==> src/rtl/servant_ram_arbiter.sv <==
// Round-robin Wishbone arbiter that shares the single-port servant RAM between
// the read-only instruction bus and the read/write data bus.
module servant_ram_arbiter #(
    parameter int aw         = 10,
    parameter bit IBUS_FIRST = 1'b1
) (
    input  logic          i_wb_clk,
    input  logic          i_wb_rst,
    input  logic [aw-1:2] i_ibus_adr,
    input  logic          i_ibus_cyc,
    output logic [31:0]   o_ibus_rdt,
    output logic          o_ibus_ack,
    input  logic [aw-1:2] i_dbus_adr,
    input  logic [31:0]   i_dbus_dat,
    input  logic [3:0]    i_dbus_sel,
    input  logic          i_dbus_we,
    input  logic          i_dbus_cyc,
    output logic [31:0]   o_dbus_rdt,
    output logic          o_dbus_ack,
    output logic [aw-1:2] o_ram_adr,
    output logic [31:0]   o_ram_dat,
    output logic [3:0]    o_ram_sel,
    output logic          o_ram_we,
    output logic          o_ram_cyc,
    input  logic [31:0]   i_ram_rdt,
    input  logic          i_ram_ack
);

    typedef enum logic [1:0] {
        IDLE  = 2'd0,
        GNT_I = 2'd1,
        GNT_D = 2'd2
    } state_t;

    state_t state;
    state_t state_nxt;
    logic   last_i;

    function automatic state_t next_grant(input logic ireq, input logic dreq, input logic prev_i);
        state_t g;
        g = IDLE;
        if (ireq && dreq)
            g = prev_i ? GNT_D : GNT_I;
        else if (ireq)
            g = GNT_I;
        else if (dreq)
            g = GNT_D;
        return g;
    endfunction

    always_ff @(posedge i_wb_clk or posedge i_wb_rst) begin
        if (i_wb_rst) begin
            state  <= IDLE;
            last_i <= !IBUS_FIRST;
        end else begin
            state <= state_nxt;
            if (state_nxt == GNT_I)
                last_i <= 1'b1;
            else if (state_nxt == GNT_D)
                last_i <= 1'b0;
        end
    end

    // Outputs decode only the state register, so no request input reaches o_ram_cyc.
    always_comb begin
        state_nxt  = state;
        o_ram_cyc  = 1'b0;
        o_ram_we   = 1'b0;
        o_ram_adr  = i_dbus_adr;
        o_ram_dat  = i_dbus_dat;
        o_ram_sel  = i_dbus_sel;
        o_ibus_ack = 1'b0;
        o_dbus_ack = 1'b0;
        case (state)
            IDLE: begin
                state_nxt = next_grant(i_ibus_cyc, i_dbus_cyc, last_i);
            end
            GNT_I: begin
                o_ram_cyc  = 1'b1;
                o_ram_adr  = i_ibus_adr;
                o_ram_dat  = 32'd0;
                o_ram_sel  = 4'hF;
                o_ibus_ack = i_ram_ack & i_ibus_cyc;
                // Mask the finishing master so the other one can follow without an idle cycle.
                if (i_ram_ack)
                    state_nxt = next_grant(1'b0, i_dbus_cyc, last_i);
            end
            GNT_D: begin
                o_ram_cyc  = 1'b1;
                o_ram_we   = i_dbus_we;
                o_dbus_ack = i_ram_ack & i_dbus_cyc;
                if (i_ram_ack)
                    state_nxt = next_grant(i_ibus_cyc, 1'b0, last_i);
            end
            default: begin
                state_nxt = IDLE;
            end
        endcase
    end

    assign o_ibus_rdt = i_ram_rdt;
    assign o_dbus_rdt = i_ram_rdt;

endmodule

==> config.mk <==
export PLATFORM = sky130hd
export DESIGN_NAME = servant_ram_arbiter
export DESIGN_NICKNAME = d
export VERILOG_FILES = /design/src/rtl/servant_ram_arbiter.sv
export SDC_FILE = /design/constraint.sdc
export NUM_CORES = 1
export LEC_CHECK = 0
export ABC_AREA = 1
export CAP_MARGIN = 10
export CORE_AREA = 2 2 79 81
export CTS_CLUSTER_SIZE = 25
export DETAILED_ROUTE_END_ITERATION = 8
export DIE_AREA = 0 0 81 83
export GPL_TIMING_DRIVEN = 0
export PLACE_DENSITY = 0.79
export SLEW_MARGIN = 20
export SYNTH_ARGS = -nofsm -noshare
export SYNTH_HDL_FRONTEND = slang
export SYNTH_SLANG_ARGS = --single-unit
==> constraint.sdc <==
create_clock -name i_wb_clk -period 2.9 [get_ports i_wb_clk]
set_input_delay 0.435 -clock i_wb_clk [delete_from_list [all_inputs] [get_ports i_wb_clk]]
set_output_delay 0.435 -clock i_wb_clk [all_outputs]
set_load 0.01 [all_outputs]
Yosys cells after proc, flatten, opt, wreduce, memory -nomap -nowiden
Cells that the tools add are included.
{"block": "word_totals", "regBits": 3, "output_inout_bits": 112, "wordCells": 29}
{"block": "classes", "n_eq_ne": 4, "mux": 17, "n_bitwise": 2, "n_reduce_logical": 4}
{"op": "$mux W32", "count": 1}
{"op": "$mux W2", "count": 6}
{"op": "$mux W8", "count": 1}
{"op": "$mux W1", "count": 7}
{"op": "$pmux W2 S3", "count": 1}
{"op": "$eq A2 B1 Y1 const B", "count": 2}
{"op": "$eq A2 B2 Y1 const B", "count": 2}
{"op": "$mux W4", "count": 1}
{"op": "$and A1 B1 Y1", "count": 2}
{"op": "$logic_not A2 Y1", "count": 1}
{"op": "$reduce_bool A2 Y1", "count": 1}
{"op": "$reduce_or A2 Y1", "count": 1}
{"op": "$logic_and A1 B1 Y1", "count": 1}

Longest topological paths before layout
Gate-level depths: netlist of run 1.
{"block": "depth", "depth_word": 7, "ltp_mapped": 12, "ltp_nobuf": 11}

Least setup slack after synthesis of run 1
OpenSTA, ideal clock, no wires.
{"block": "synth_path", "path_type": "register to register", "from": "reg state[1]", "to": "reg last_i", "t_arrival_ns": 1.443, "required_time_ns": 2.780, "slack_ns": 1.337, "stages_incl_launch_ff": 13, "path_buffers": 1, "synth_period_minus_slack_ns": 1.563, "cell_sequence": "dfrtp_1 -> inv_1 -> ha_1 -> buf_6 -> inv_8 -> nand2_4 -> nand2_1 -> nand3_1 -> nand2_1 -> inv_1 -> ha_1 -> nor2_1 -> a21oi_1"}
{"block": "synth_between", "elab_chain_len": 4, "word_cells_on_any_way": 10}
{"item": "start, declared", "line_no": "35", "source": "state_t state;"}
{"item": "start signal, assigned", "line_no": "56", "source": "state <= state_nxt;"}
{"item": "$eq A2 B2 Y1 (tied with other cells)", "line_no": "74", "source": "case (state)"}
{"item": "$pmux W2 S3 *", "line_no": "74"}
{"item": "net state_nxt[0]", "line_no": "36", "source": "state_t state_nxt;"}
{"item": "$eq A2 B1 Y1 / $eq A2 B2 Y1 (equally long branches)", "line_no": "57, 59"}
{"item": "$mux W1 / $reduce_bool A2 Y1 (equally long branches)"}
{"item": "end signal, assigned", "line_no": "54", "source": "last_i <= !IBUS_FIRST;"}
{"item": "end, declared", "line_no": "37", "source": "logic last_i;"}
Mark *: on every way through the listed nets, which the timed path passes. The rest lies on a longest branch.
A chain may end at the register's enable or synchronous reset.

Final worst setup path of run 1
{"block": "layout_path", "from": "reg state[1]", "to": "out o_ram_dat[11]"}
{"block": "layout_between", "elab_chain_len": 2}
{"item": "$eq A2 B1 Y1", "line_no": "74"}
{"item": "$mux W32", "line_no": "74"}
{"item": "end, declared", "line_no": "21", "source": "output logic [31:0] o_ram_dat,"}
Every way passes these cells.

==> results of run 1 <==
-- synth_stat cells, drive strengths merged --
cell type and n:
inv 44, a21oi 1, nor2 37, buf 69, ha 5, nand2 38
nand3 4, dfrtp 3, or2 4
-- logic make-up after synthesis --
kind of cell	synth area share, %
buffers and inverters	58.5
AND/OR/NAND/NOR	29.3
adder cells (fa/ha/maj)	5.33
AO/OA/AOI/OAI	0.426
flip-flops	6.40
-- per-layer routing --
metal	GRT usage [%]	part of all wire, %
met5	0	0
met4	3.24	0.61
met3	4.24	11
met2	27.8	53
met1	16.0	36
-- layout by cell type, fill, tap and decap left out --
cell	n
sky130_fd_sc_hd__inv_2	1
sky130_fd_sc_hd__nand2_4	1
sky130_fd_sc_hd__nor2_1	37
sky130_fd_sc_hd__or2_2	4
sky130_fd_sc_hd__inv_1	42
sky130_fd_sc_hd__clkdlybuf4s50_1	169
sky130_fd_sc_hd__ha_1	5
sky130_fd_sc_hd__nand3_2	1
sky130_fd_sc_hd__nand2_1	35
sky130_fd_sc_hd__nand3_1	3
sky130_fd_sc_hd__buf_2	3
sky130_fd_sc_hd__nand2_2	2
sky130_fd_sc_hd__clkbuf_1	1
sky130_fd_sc_hd__dfrtp_1	3
sky130_fd_sc_hd__buf_6	1
sky130_fd_sc_hd__clkbuf_8	3
sky130_fd_sc_hd__a21oi_1	1
sky130_fd_sc_hd__inv_8	1
sky130_fd_sc_hd__buf_4	65
-- layout make-up --
cell class | instances | share of cell area (%)
plain buffers | 69 | 17.1
flip-flops and latches | 3 | 2.50
multi-input cells | 89 | 13.7
inverters | 44 | 5.75
repair buffers | 169 | 56.3
clock buffers | 4 | 1.50
well taps | 75 | 3.12
-- stage by stage --
step / hold WS (ps) / setup slack, ps / cell area (um2)
after floorplan: 189 / 1340 / 1170
after detailed placement: 574 / 739 / 2960
final: 380 / 563 / 3000
after global placement: 532 / 750 / 2960
after CTS: 381 / 545 / 3000
after global routing: 394 / 441 / 3000
-- worst register-to-register path, cell delays in order (launching register included) --
cell	delay [ps]
sky130_fd_sc_hd__dfrtp_1	370
sky130_fd_sc_hd__inv_1	90
sky130_fd_sc_hd__ha_1	190
sky130_fd_sc_hd__buf_6	150
sky130_fd_sc_hd__inv_8	80
sky130_fd_sc_hd__nand2_4	50
sky130_fd_sc_hd__nand2_1	60
sky130_fd_sc_hd__nand3_1	90
sky130_fd_sc_hd__nand2_1	70
sky130_fd_sc_hd__inv_1	50
sky130_fd_sc_hd__ha_1	300
sky130_fd_sc_hd__nor2_1	100
sky130_fd_sc_hd__a21oi_1	50
-- report_power, final --
| part | switching, W | internal, W | total, W |
|---|---|---|---|
| logic | 0.000493 | 0.000631 | 0.00112 |
| registers | 0.0000138 | 0.0000621 | 0.0000759 |
| clock network | 0.0000275 | 0.0000937 | 0.000121 |
| total | 0.000534 | 0.000786 | 0.00132 |
-- registers in the layout (all words and copies together) (netlist names) --
register and count:
state 2, last_i 1
-- worst max-delay path by stage --
| stage | endpoint | slack [ps] | start |
|---|---|---|---|
| 2_1_floorplan | last_i | 1340 | state[1] |
| 3_3_place_gp | o_ibus_ack | 750 | i_ram_ack |
| 3_5_place_dp | o_ibus_ack | 740 | i_ram_ack |
| 4_1_cts | o_ram_dat[11] | 550 | state[1] |
| 5_1_grt | o_ram_adr[8] | 440 | state[1] |
| 6_report | o_ram_dat[11] | 560 | state[1] |
==> results.toml, run 1 <==
[run_status]
status = "complete, no violations"

[setup_path]
cp_cell_sequence = "inv_1, ha_1, buf_6, buf_2, nor2_1, clkdlybuf4s50_1"
reg2regPathDepth = 12
critPathArrivalTime_ps = 1900
cp_num_cells = 6
timing.critical_path.to_type = "output port"
timing.rr.end = "last_i"
r2r_slack_ps = 1130
critical_path_rt_ps = 2470
timing.critical_path.max_delay_family = "buffers and inverters"
worst-path-buf-inv = 4
critical-path-max-stage-delay_ps = 570
worstReg2RegStart = "state[1]"
critical-path-slowest-cell = "sky130_fd_sc_hd__clkdlybuf4s50_1"
crit_path_max_fanout = 10
timing.critical_path.from_type = "flop"
timing.setup.critical_path_class = "reg -> out"

[die]
initial_core_util_pct = 20.2
fp-row-count = 28
ios = 202
die_h_um = 83
full_die_area_um2 = 6720
chip_width_um = 81
core-area_um2 = 5820

[finish]
synthToLayoutAreaGrowth_pct = 156
final_net_count = 474
area_of_the_multi_input_gates_um2 = 412
utilization_pct = 51.7
antennaDiodeCount = 0
drive_gt1_share_pct = 21.7
fin_cells = 453
n_fill_cell = 559
layout.area.seq_um2 = 75.1

[timing]
remaining_max_slew_budget_at_the_tightest_pin_pct = 85.8
grt_setup_unrepaired = "false"
tns_ps = 0
maxSlewViolCount = 0
tcrit_tclk_final_pct = 80.6
post_route_skew_ps = 1.12
min_period_ps = 2340
max_freq_mhz = 428
final_setup_violation_count = 0
timing_hold_violations_final = 0
pin_slew_with_the_least_headroom_to_its_limit_ps = 213

[detailed_routing]
routedWlPerCell_um = 11.9
drc = 0
vias_per_cell = 3.66
postRouteAntennaNets = 0
firstDrtPassIters = 4
initial_detailed_routing_violation_count = 32
vias = 1659
finalWirelength_um = 5390

[synthesis]
synth-seq-cells = 3
synth_top_area_cell = "sky130_fd_sc_hd__buf_4"
syn_inst = 205
synth.lib_cells_used.distinct = 16
synth_area_per_cell_um2 = 5.73
post-synth-top-area-fraction_pct = 41.6
ys_warn_count = 0
syn-num-nets = 300
yosys-top-cells-area = "sky130_fd_sc_hd__buf_4, sky130_fd_sc_hd__inv_1, sky130_fd_sc_hd__nor2_1"
synth_seq_area_share_pct = 6.40
synth.cell_area_um2 = 1170

[grt]
grt_overflow = 0
largest_net_degree_at_the_start_of_global_routing = 11
grt_antenna_before_repair = 0
first_global_vias = 1542
grt_use_total_pct = 14.8
grt_first_pass_wirelength_um = 7860

[clock_tree]
cts_max_path_buffers = 2
root_buffer = "sky130_fd_sc_hd__clkbuf_8"
cts_hold_buf = 0
worstSkewPairLatency_ps = 220
cts_inserted_buffers = 3
post-cts-setup-buffer-count = 0
cts.clk_slew.worst_paths_ps = 30
htree_levels = 1
tritoncts = "done"
clock_sinks = 3
post_cts_resize_count = 0

[power_and_ir_drop]
vdd_drop_max_mv = 0.451
fin_total_pwr_w = 0.00132
cellPowerDensity_nw_per_um2 = 439
leakage_nw = 1.53

[placed_design]
globalplace.congestion = 0.824
dp_cells = 449
place.port_buffers = 169
hpwl_um = 4770

[job]
max_cap_violations = 0

[hold_path]
hold_path.class = "in -> async"
Note: power is estimated with default switching activity, not from simulation.
==> inputs of run 2 (changes only) <==
==> constraint.sdc (replaced) <==
create_clock -name i_wb_clk -period 2.24 [get_ports i_wb_clk]
set_input_delay 0.336 -clock i_wb_clk [delete_from_list [all_inputs] [get_ports i_wb_clk]]
set_output_delay 0.336 -clock i_wb_clk [all_outputs]
set_load 0.01 [all_outputs]
==> run 2 against run 1 <==
Largest cell class unchanged. Via count rose by 1.6%. Die area did not move. Core utilization rose by 1.4 points.
==> results.toml, run 2 (same netlist as run 1, synthesis figures left out) <==
[die]
die_h_um = 83
full_die_area_um2 = 6720
ios = 202
fp-row-count = 28
initial_core_util_pct = 20.2
chip_width_um = 81
core-area_um2 = 5820

[setup_path]
worstReg2RegStart = "state[1]"
reg2regPathDepth = 12
critPathCapture = "o_ram_sel[2]"
crit_start = "state[1]"
worst-path-buf-inv = 3
timing.critical_path.to_type = "output port"
critical_path_rt_ps = 1900
timing.setup.critical_path_class = "reg -> out"
cp_cell_sequence = "inv_1, ha_1, buf_6, or2_2, clkdlybuf4s50_1"
critPathArrivalTime_ps = 1820
cp_num_cells = 5
timing.critical_path.from_type = "flop"
critical-path-max-stage-delay_ps = 520
crit_path_max_fanout = 10
timing.rr.end = "last_i"
critical-path-slowest-cell = "sky130_fd_sc_hd__clkdlybuf4s50_1"
r2r_slack_ps = 470
timing.critical_path.max_delay_family = "buffers and inverters"

[timing]
post_route_skew_ps = 1.12
max_freq_mhz = 464
tcrit_tclk_final_pct = 96.2
min_period_ps = 2150
remaining_max_slew_budget_at_the_tightest_pin_pct = 85.8
tns_ps = 0
pin_slew_with_the_least_headroom_to_its_limit_ps = 213
timing_hold_violations_final = 0
whs_ps = 281
final_setup_violation_count = 0
grt_setup_unrepaired = "false"
maxSlewViolCount = 0

[job]
max_cap_violations = 0

[grt]
grt_first_pass_wirelength_um = 7850
first_global_vias = 1545
grt_overflow = 0
largest_net_degree_at_the_start_of_global_routing = 11
grt_antenna_before_repair = 0
grt_use_total_pct = 14.8

[detailed_routing]
firstDrtPassIters = 4
vias = 1686
finalWirelength_um = 5520
vias_per_cell = 3.72
routedWlPerCell_um = 12.2
initial_detailed_routing_violation_count = 28
drc = 0
postRouteAntennaNets = 0

[power_and_ir_drop]
vdd_drop_max_mv = 0.584
cellPowerDensity_nw_per_um2 = 534
leakage_nw = 1.91

[clock_tree]
cts_hold_buf = 0
root_buffer = "sky130_fd_sc_hd__clkbuf_8"
htree_levels = 1
post_cts_resize_count = 6
post-cts-setup-buffer-count = 0
cts.clk_slew.worst_paths_ps = 30
cts_max_path_buffers = 2
worstSkewPairLatency_ps = 220
tritoncts = "done"
clock_sinks = 3
cts_inserted_buffers = 3

[placed_design]
hpwl_um = 4770
place.port_buffers = 169
globalplace.congestion = 0.824

[finish]
n_fill_cell = 564
reg_top3 = "state x2, last_i x1"
commonest_cells_after_routing_fill_and_taps_aside = "sky130_fd_sc_hd__clkdlybuf4s50_1, sky130_fd_sc_hd__buf_4, sky130_fd_sc_hd__inv_1"
drive_gt1_share_pct = 21.7
antennaDiodeCount = 0
final_net_count = 474
synthToLayoutAreaGrowth_pct = 163
layout.area.seq_um2 = 75.1
largest_register_ffs = 2
largest_register = "state"
layout_commonest_cell = "sky130_fd_sc_hd__clkdlybuf4s50_1"
area_of_the_multi_input_gates_um2 = 412
utilization_pct = 53.1

[run_status]
status = "complete, no violations"

[hold_path]
hold_path.class = "in -> async"
[run 2: power breakdown]
group          total [W]  switching [W]  internal, W
registers      0.0000982      0.0000179    0.0000804
logic            0.00139       0.000634     0.000760
clock network   0.000157      0.0000356     0.000121
[run 2: per-layer routing]
layer	global-route usage, %	vias up	share of wire [%]
li1	-	856	-
met1	15.6	742	35
met2	28.0	82	53
met3	4.24	6	10
met4	3.24	0	0.96
met5	0	-	0
[run 2: stage by stage]
| step | total power, W | worst slack, ps | std cells | instance area, um2 |
|---|---|---|---|---|
| after floorplan | 0.000780 | 677 | 205 | 1170 |
| after global routing | 0.00179 | 2.50 | 453 | 3090 |
| after detailed placement | 0.00156 | 215 | 449 | 2960 |
| after global placement | 0.00154 | 241 | 449 | 2960 |
| after CTS | 0.00172 | 1.83 | 453 | 3000 |
| final | 0.00165 | 86.0 | 453 | 3090 |
[run 2: cell type report]
type,count,area share (%)
Timing Repair Buffer,169,57.4
Buffer,69,16.8
Multi-Input combinational cell,89,13.3
Inverter,44,5.59
Tap cell,75,3.04
Sequential cell,3,2.43
Clock buffer,4,1.46
[run 2: worst min path at each step]
stage / cells after the start / slack, ps / from / to
3_5_place_dp: 2 / 510 / i_wb_rst / state[1]
3_3_place_gp: 2 / 510 / i_wb_rst / state[1]
2_1_floorplan: 1 / 90 / i_wb_rst / last_i
6_report: 2 / 280 / i_wb_rst / state[1]
5_1_grt: 2 / 300 / i_wb_rst / state[1]
4_1_cts: 2 / 280 / i_wb_rst / state[1]
